--- src/rtl/uart_rx_core_if.sv ---
// -----------------------------------------------------------------------------
// uart_rx_core_if
// Consumer-side handshake between the UART receive engine and the APB slave
// that reads it.
//   data_read      consumer -> core  1-cycle pulse, rx_data has been read
//   rx_data        core -> consumer  received word, right-justified
//   data_ready     core -> consumer  unread word present in rx_data
//   overrun_error  core -> consumer  a word was overwritten before being read
//   framing_error  core -> consumer  last frame had a 0 stop bit
//   parity_error   core -> consumer  only when UART_RX_PARITY_EN is defined
// Modports: slave = receive core, master = register-side consumer.
// -----------------------------------------------------------------------------
interface uart_rx_core_if;
  logic       data_read;
  logic [7:0] rx_data;
  logic       data_ready;
  logic       overrun_error;
  logic       framing_error;
`ifdef UART_RX_PARITY_EN
  logic       parity_error;
`endif

  modport slave (
    input  data_read,
    output rx_data, data_ready, overrun_error, framing_error
`ifdef UART_RX_PARITY_EN
    , output parity_error
`endif
  );

  modport master (
    output data_read,
    input  rx_data, data_ready, overrun_error, framing_error
`ifdef UART_RX_PARITY_EN
    , input parity_error
`endif
  );
endinterface

--- src/rtl/uart_rx_core.sv ---
// -----------------------------------------------------------------------------
// uart_rx_core
// Serial receive engine: synchronises an async idle-high line, detects the
// start edge, samples each bit at its centre and hands the word to the
// consumer with data_ready / overrun_error / framing_error status.
// Frame: 1 start (0), n data bits LSB first (n = 5..8), optional even parity,
// 1 stop (1). Bit timing and width are latched at the start edge.
// Optional feature: define UART_RX_PARITY_EN to add the even-parity bit and
// the parity_error output.
// Parameters:
//   SYNC_STAGES  flops in the serial_in synchroniser (>= 2)
//   MIN_PERIOD   smallest bit period accepted; lower values are clamped
// Ports:
//   clk          system clock
//   n_rst        asynchronous active-low reset
//   serial_in    async serial line, idle high
//   bit_period   clocks per bit
//   data_size    data bits per frame, 5..8 (anything else means 8)
//   bus          uart_rx_core_if.slave consumer handshake and status
// -----------------------------------------------------------------------------
module uart_rx_core #(
  parameter int SYNC_STAGES = 2,
  parameter int MIN_PERIOD  = 10
) (
  input  logic          clk,
  input  logic          n_rst,
  input  logic          serial_in,
  input  logic [13:0]   bit_period,
  input  logic [3:0]    data_size,
  uart_rx_core_if.slave bus
);

  typedef enum logic [2:0] {
    IDLE,
    START,
    DATA,
`ifdef UART_RX_PARITY_EN
    PARITY,
`endif
    STOP,
    LOAD
  } state_e;

  localparam logic [13:0] MIN_BP = 14'(MIN_PERIOD);

  state_e                 state_q, state_d;
  logic [SYNC_STAGES-1:0] sync_q;
  logic                   sync_dly_q;
  logic [13:0]            timer_q, timer_d;
  logic [13:0]            bp_q, bp_d;
  logic [3:0]             nbits_q, nbits_d;
  logic [2:0]             bit_cnt_q, bit_cnt_d;
  logic [7:0]             shift_q, shift_d;
  logic [7:0]             rx_data_q, rx_data_d;
  logic                   data_ready_q, data_ready_d;
  logic                   overrun_q, overrun_d;
  logic                   framing_q, framing_d;
`ifdef UART_RX_PARITY_EN
  logic                   parity_q, parity_d;
`endif

  logic        line;
  logic        fall;
  logic        tick;
  logic [13:0] bp_eff;
  logic [3:0]  n_eff;

  assign line   = sync_q[SYNC_STAGES-1];
  assign fall   = sync_dly_q & ~line;
  assign tick   = (timer_q == 14'd0);
  assign bp_eff = (bit_period < MIN_BP) ? MIN_BP : bit_period;
  assign n_eff  = (data_size >= 4'd5 && data_size <= 4'd8) ? data_size : 4'd8;

  // Synchroniser and registered state. The synchroniser resets to 1 so that
  // leaving reset never looks like a start edge on the idle-high line.
  always_ff @(posedge clk or negedge n_rst) begin
    if (!n_rst) begin
      sync_q       <= '1;
      sync_dly_q   <= 1'b1;
      state_q      <= IDLE;
      timer_q      <= '0;
      bp_q         <= MIN_BP;
      nbits_q      <= 4'd8;
      bit_cnt_q    <= '0;
      shift_q      <= '0;
      rx_data_q    <= '0;
      data_ready_q <= 1'b0;
      overrun_q    <= 1'b0;
      framing_q    <= 1'b0;
`ifdef UART_RX_PARITY_EN
      parity_q     <= 1'b0;
`endif
    end else begin
      // NOTE: non-blocking assignments so every flop samples pre-edge values;
      // the synchroniser chain would collapse to one stage with blocking ones.
      sync_q       <= {sync_q[SYNC_STAGES-2:0], serial_in};
      sync_dly_q   <= line;
      state_q      <= state_d;
      timer_q      <= timer_d;
      bp_q         <= bp_d;
      nbits_q      <= nbits_d;
      bit_cnt_q    <= bit_cnt_d;
      shift_q      <= shift_d;
      rx_data_q    <= rx_data_d;
      data_ready_q <= data_ready_d;
      overrun_q    <= overrun_d;
      framing_q    <= framing_d;
`ifdef UART_RX_PARITY_EN
      parity_q     <= parity_d;
`endif
    end
  end

  always_comb begin
    // NOTE: every signal gets its hold value first, so no path through the
    // case below can leave one unassigned and infer a latch.
    state_d      = state_q;
    timer_d      = tick ? timer_q : timer_q - 14'd1;
    bp_d         = bp_q;
    nbits_d      = nbits_q;
    bit_cnt_d    = bit_cnt_q;
    shift_d      = shift_q;
    rx_data_d    = rx_data_q;
    data_ready_d = data_ready_q;
    overrun_d    = overrun_q;
    framing_d    = framing_q;
`ifdef UART_RX_PARITY_EN
    parity_d     = parity_q;
`endif

    // Consumer read; LOAD below overrides it when both land in one cycle.
    if (bus.data_read) begin
      data_ready_d = 1'b0;
      overrun_d    = 1'b0;
    end

    unique case (state_q)
      IDLE: begin
        if (fall) begin
          bp_d    = bp_eff;
          nbits_d = n_eff;
          // First sample lands half a bit after the edge.
          timer_d = (bp_eff >> 1) - 14'd1;
          state_d = START;
        end
      end
      START: begin
        if (tick) begin
          if (line) begin
            state_d = IDLE;
          end else begin
            framing_d = 1'b0;
`ifdef UART_RX_PARITY_EN
            parity_d  = 1'b0;
`endif
            shift_d   = '0;
            bit_cnt_d = '0;
            timer_d   = bp_q - 14'd1;
            state_d   = DATA;
          end
        end
      end
      DATA: begin
        if (tick) begin
          shift_d[bit_cnt_q] = line;
          timer_d            = bp_q - 14'd1;
          if ((4'(bit_cnt_q) + 4'd1) == nbits_q) begin
`ifdef UART_RX_PARITY_EN
            state_d = PARITY;
`else
            state_d = STOP;
`endif
          end else begin
            bit_cnt_d = bit_cnt_q + 3'd1;
          end
        end
      end
`ifdef UART_RX_PARITY_EN
      PARITY: begin
        if (tick) begin
          // Even parity: data ones plus the parity bit must be even.
          parity_d = (^shift_q) ^ line;
          timer_d  = bp_q - 14'd1;
          state_d  = STOP;
        end
      end
`endif
      STOP: begin
        if (tick) begin
          if (!line) begin
            framing_d = 1'b1;
            state_d   = IDLE;
          end else begin
            state_d = LOAD;
          end
        end
      end
      LOAD: begin
        rx_data_d    = shift_q;
        data_ready_d = 1'b1;
        overrun_d    = bus.data_read ? 1'b0 : (overrun_q | data_ready_q);
        state_d      = IDLE;
      end
      default: state_d = IDLE;
    endcase
  end

  assign bus.rx_data       = rx_data_q;
  assign bus.data_ready    = data_ready_q;
  assign bus.overrun_error = overrun_q;
  assign bus.framing_error = framing_q;
`ifdef UART_RX_PARITY_EN
  assign bus.parity_error  = parity_q;
`endif

endmodule

--- src/flat_wrapper.sv ---
// flat-port wrapper written by rule: the top's interface ports become plain ports
module uart_rx_core_flat 
#(
  parameter int SYNC_STAGES = 2,
  parameter int MIN_PERIOD  = 10
)
  (clk, n_rst, serial_in, bit_period, data_size, bus_data_read, bus_rx_data, bus_data_ready, bus_overrun_error, bus_framing_error);
  uart_rx_core_if bus_i ();
  input  logic clk;
  input  logic n_rst;
  input  logic serial_in;
  input  logic [13:0] bit_period;
  input  logic [3:0] data_size;
  input wire logic [$bits(bus_i.data_read)-1:0] bus_data_read;
  output wire logic [$bits(bus_i.rx_data)-1:0] bus_rx_data;
  output wire logic [$bits(bus_i.data_ready)-1:0] bus_data_ready;
  output wire logic [$bits(bus_i.overrun_error)-1:0] bus_overrun_error;
  output wire logic [$bits(bus_i.framing_error)-1:0] bus_framing_error;
  assign bus_i.data_read = bus_data_read;
  assign bus_rx_data = bus_i.rx_data;
  assign bus_data_ready = bus_i.data_ready;
  assign bus_overrun_error = bus_i.overrun_error;
  assign bus_framing_error = bus_i.framing_error;
  uart_rx_core #(.SYNC_STAGES(SYNC_STAGES), .MIN_PERIOD(MIN_PERIOD)) u_core (.clk(clk), .n_rst(n_rst), .serial_in(serial_in), .bit_period(bit_period), .data_size(data_size), .bus(bus_i));
endmodule
--- config.mk ---
export PLATFORM = sky130hd
export DESIGN_NAME = uart_rx_core_flat
export DESIGN_NICKNAME = d
export VERILOG_FILES = /design/src/rtl/uart_rx_core_if.sv /design/src/rtl/uart_rx_core.sv /design/src/flat_wrapper.sv
export SDC_FILE = /design/constraint.sdc
export NUM_CORES = 1
export LEC_CHECK = 0
export ABC_CLOCK_PERIOD_IN_PS = 4100
export CAP_MARGIN = 20
export CORE_ASPECT_RATIO = 0.75
export CORE_MARGIN = 8
export CORE_UTILIZATION = 60
export DETAILED_ROUTE_END_ITERATION = 7
export PLACE_DENSITY = 0.87
export SETUP_SLACK_MARGIN = 0.15
export SYNTH_ARGS = -nofsm -noshare
export SYNTH_HDL_FRONTEND = slang
export SYNTH_SLANG_ARGS = --single-unit
--- constraint.sdc ---
create_clock -name clk -period 4.1 [get_ports clk]
set_input_delay 0.82 -clock clk [delete_from_list [all_inputs] [get_ports clk]]
set_output_delay 0.82 -clock clk [all_outputs]
set_load 0.02 [all_outputs]
==> flow_summary.json <==
{
  "cp_slowest_cell": "nor4_2",
  "cellInternalPower_mw": 1.16,
  "powerDensity_nw_per_um2": 447,
  "max_freq_ghz": 0.278,
  "p_sw_mw": 0.648,
  "wl_mm": 8.69,
  "io_buffers": 32,
  "ant_nets": 0,
  "cts_setup_buffers": 0,
  "cp.arrival_ns": 3.82,
  "diodes": 0,
  "htree_levels": 3,
  "async_flop_share_pct": 100,
  "vias": 3148,
  "relSlewSlack_pct": 35.0,
  "io_pins": 33,
  "crit_type": "in -> reg",
  "synth_top_area_share_pct": 38.3,
  "status": "finished, final reports clean",
  "cp.depth": 10,
  "clk_latency_ns": 0.35,
  "grt_max_degree": 47,
  "skew_ns": 0.00842,
  "grtUsageTotal_pct": 21.5,
  "synth.cell_area_sq_um": 3530,
  "syn_avg_cell_area_sq_um": 9.14,
  "cts_resized": 0,
  "drive_gt1_share_pct": 12.7,
  "rsz0062_at_grt": "false",
  "fp.dieArea_sq_um": 8620,
  "first_global_vias": 3029,
  "fin_cells": 496,
  "seqPwrFrac_pct": 48.8,
  "area_growth_pct": 14.5,
  "cts_root_buffer": "clkbuf_8",
  "core_sq_um": 5740,
  "cp_slowest_stage_delay_ns": 0.60,
  "initial_core_util_pct": 61.5,
  "cts_sinks": 60,
  "synth-seq-area-share_pct": 42.8,
  "die_w_microns": 105,
  "drc": 0,
  "synth_cells": 386,
  "vias_per_cell": 6.35,
  "num-fill-cells": 408,
  "ir_drop_mv": 0.349,
  "crit_chain": "clkdlybuf4s50_1 -> nor4_2 -> nand3_1 -> o21ai_0 -> ha_1 -> nand2b_1 -> a311oi_1 -> nand2_1 -> mux2i_1 -> or3_1",
  "synth_warnings": 0,
  "setup_tns_ns": 0,
  "dp.cells": 479,
  "cp_top_family": "simple AND/OR/NAND/NOR gates",
  "drtIter0Drc": 314,
  "clk_path_buf_depth": 2,
  "yosysUniqueCellTypes": 63,
  "clock_power_share_pct": 26.4,
  "tightest_slew_ns": 0.975,
  "maxCapViolations": 0,
  "swShare_pct": 35.9,
  "antenna_found_initial": 0,
  "power_frac_comb_pct": 24.7,
  "hpwl_mm": 6.17,
  "synth_edf_count": 0,
  "place_congestion": 0.891,
  "drv_slew": 0,
  "cp.required_ns": 4.32,
  "postSynthNetCount": 412,
  "cp_num_buf_inv": 1,
  "yosysTopAreaCell": "dfrtp_1",
  "design.final.nets": 439,
  "start_kind": "primary input",
  "synthFlopType": "dfrtp_1",
  "reg2reg_depth": 7,
  "avgRoutedWirePerCell_microns": 17.5,
  "finalHoldViolations": 0,
  "setup_viol": 0,
  "cts_buffers": 9,
  "leakagePower_nw": 1.65,
  "hp-class": "in -> async",
  "synth_seq_cells": 60,
  "cts_tree": "built",
  "clkSlewWorstSetupHoldPaths_ns": 0.07,
  "synthTopCellsByArea": "dfrtp_1 (38%), nand2_1 (6.7%), dfstp_2 (4.5%)",
  "fp.dieH_microns": 82.4,
  "min_period_over_period_pct": 87.7,
  "hold_buffers": 0,
  "cp_max_fo": 7,
  "crit_path_end_kind": "flip-flop",
  "grt_overflow": 0,
  "num_rows": 24,
  "grt_pass1_wl_mm": 14.8,
  "dr.pass1.iters": 5,
  "post-route-min-period_ns": 3.60
}
-- power by group through the flow --
stage | Sequential [mW] | Combinational [mW] | Clock [mW]
after floorplan | 0.839 | 0.323 | 0
after global placement | 0.873 | 0.409 | 0
after detailed placement | 0.884 | 0.426 | 0
after CTS | 0.874 | 0.438 | 0.481
after global routing | 0.896 | 0.493 | 0.511
final | 0.881 | 0.447 | 0.477
-- worst reg2reg max path, stage by stage, from the launching register on --
cell,delay (ns)
dfrtp_1,0.42
inv_1,0.10
ha_1,0.28
nor4b_1,0.36
and4bb_1,0.77
nand2_4,0.32
or3_1,0.42
o21ai_0,0.07
-- worst paths after layout --
check	start	to	slack [ns]
max	bit_period[5]	u_core.timer_q[6]	0.50
min in group clk	u_core.sync_q[0]	u_core.sync_q[1]	0.36
min reg2reg	u_core.sync_q[0]	u_core.sync_q[1]	0.36
min	n_rst	u_core.bp_q[5]	0.28
max in group asynchronous	n_rst	u_core.bit_cnt_q[1]	3.11
max reg2reg	u_core.timer_q[0]	u_core.bit_cnt_q[0]	1.28
-- cells in the mapped netlist (4+ instances only) --
library cell / n
nor4_1: 9
nor3_1: 13
ha_1: 4
nand3_1: 8
nand4_1: 8
nand2_1: 63
or3_1: 8
nor2b_1: 4
o21ai_0: 25
dfstp_2: 6
o31ai_1: 6
nand2b_1: 4
dfrtp_1: 54
clkbuf_1: 14
buf_6: 4
mux2_2: 10
xor2_1: 8
o221ai_1: 7
a21oi_1: 20
xnor2_1: 18
nor2_1: 23
inv_1: 10
-- cell usage in the layout (no fill, tap or decap), drive strengths merged, types with 3 or more instances in the layout --
master / synthesis / final
mux2: 10 / 10
nand3: 9 / 9
nor4: 11 / 11
mux2i: 3 / 3
o211ai: 3 / 3
or4: 4 / 4
inv: 10 / 11
o21ai: 26 / 26
xor2: 8 / 8
or3: 9 / 9
ha: 4 / 4
a21oi: 21 / 21
xnor2: 18 / 18
nand2b: 4 / 4
nor3: 14 / 14
clkinvlp: 0 / 4
o221ai: 7 / 7
a21o: 3 / 3
buf: 4 / 4
nor2: 23 / 23
nand2: 64 / 64
dfstp: 6 / 6
clkdlybuf4s50: 0 / 31
dfrtp: 54 / 54
nor2b: 4 / 4
nand4: 8 / 8
clkbuf: 15 / 9
clkinv: 1 / 3
o31ai: 6 / 6
-- through the flow --
step	util (%)	setup WS [ns]	cell area, sq um	hold WS [ns]	power, mW
6_report	70.5	0.504	4040	0.285	1.81
4_1_cts	70.1	0.579	4020	0.359	1.79
3_5_place_dp	67.1	0.272	3850	0.348	1.31
3_3_place_gp	67.1	0.432	3850	0.346	1.28
2_1_floorplan	-	1.14	3530	0.345	1.16
5_1_grt	70.5	0.308	4040	0.273	1.90
-- cell type report --
cell class,instances,area [sq um],area share [%]
clock inverter,7,52.6,1.30
tap,78,97.6,2.41
multi-input combinational,296,1870,46.2
sequential,60,1510,37.3
inverter,11,41.3,1.02
timing repair buffer,35,350,8.67
clock buffer,9,124,3.06
-- routing by layer --
layer  part of all wire, %  GRT usage [%]
met3                    11           6.74
met1                    42           27.9
met4                   2.1           8.20
met5                     0              0
met2                    45           33.6
-- sequential cells by signal (all words and copies together) (netlist names) --
register,flops
u_core.bit_cnt_q,3
u_core.bp_q,14
u_core.bus.data_ready,1
u_core.bus.framing_error,1
u_core.bus.overrun_error,1
u_core.bus.rx_data,8
u_core.nbits_q,4
u_core.shift_q,8
u_core.state_q,3
u_core.sync_dly_q,1
u_core.sync_q,2
u_core.timer_q,14
-- kinds of logic after synthesis --
family                     share of synthesized area (%)
and+or+nand+nor                                     24.5
adders and majority gates                           1.42
DFF                                                 42.8
buffers and inverters                               4.32
muxes                                               4.04
AOI/OAI and AO/OA                                   16.5
xor gates and xnor gates                            6.45
No activity file was read; power rests on OpenSTA's default activity.
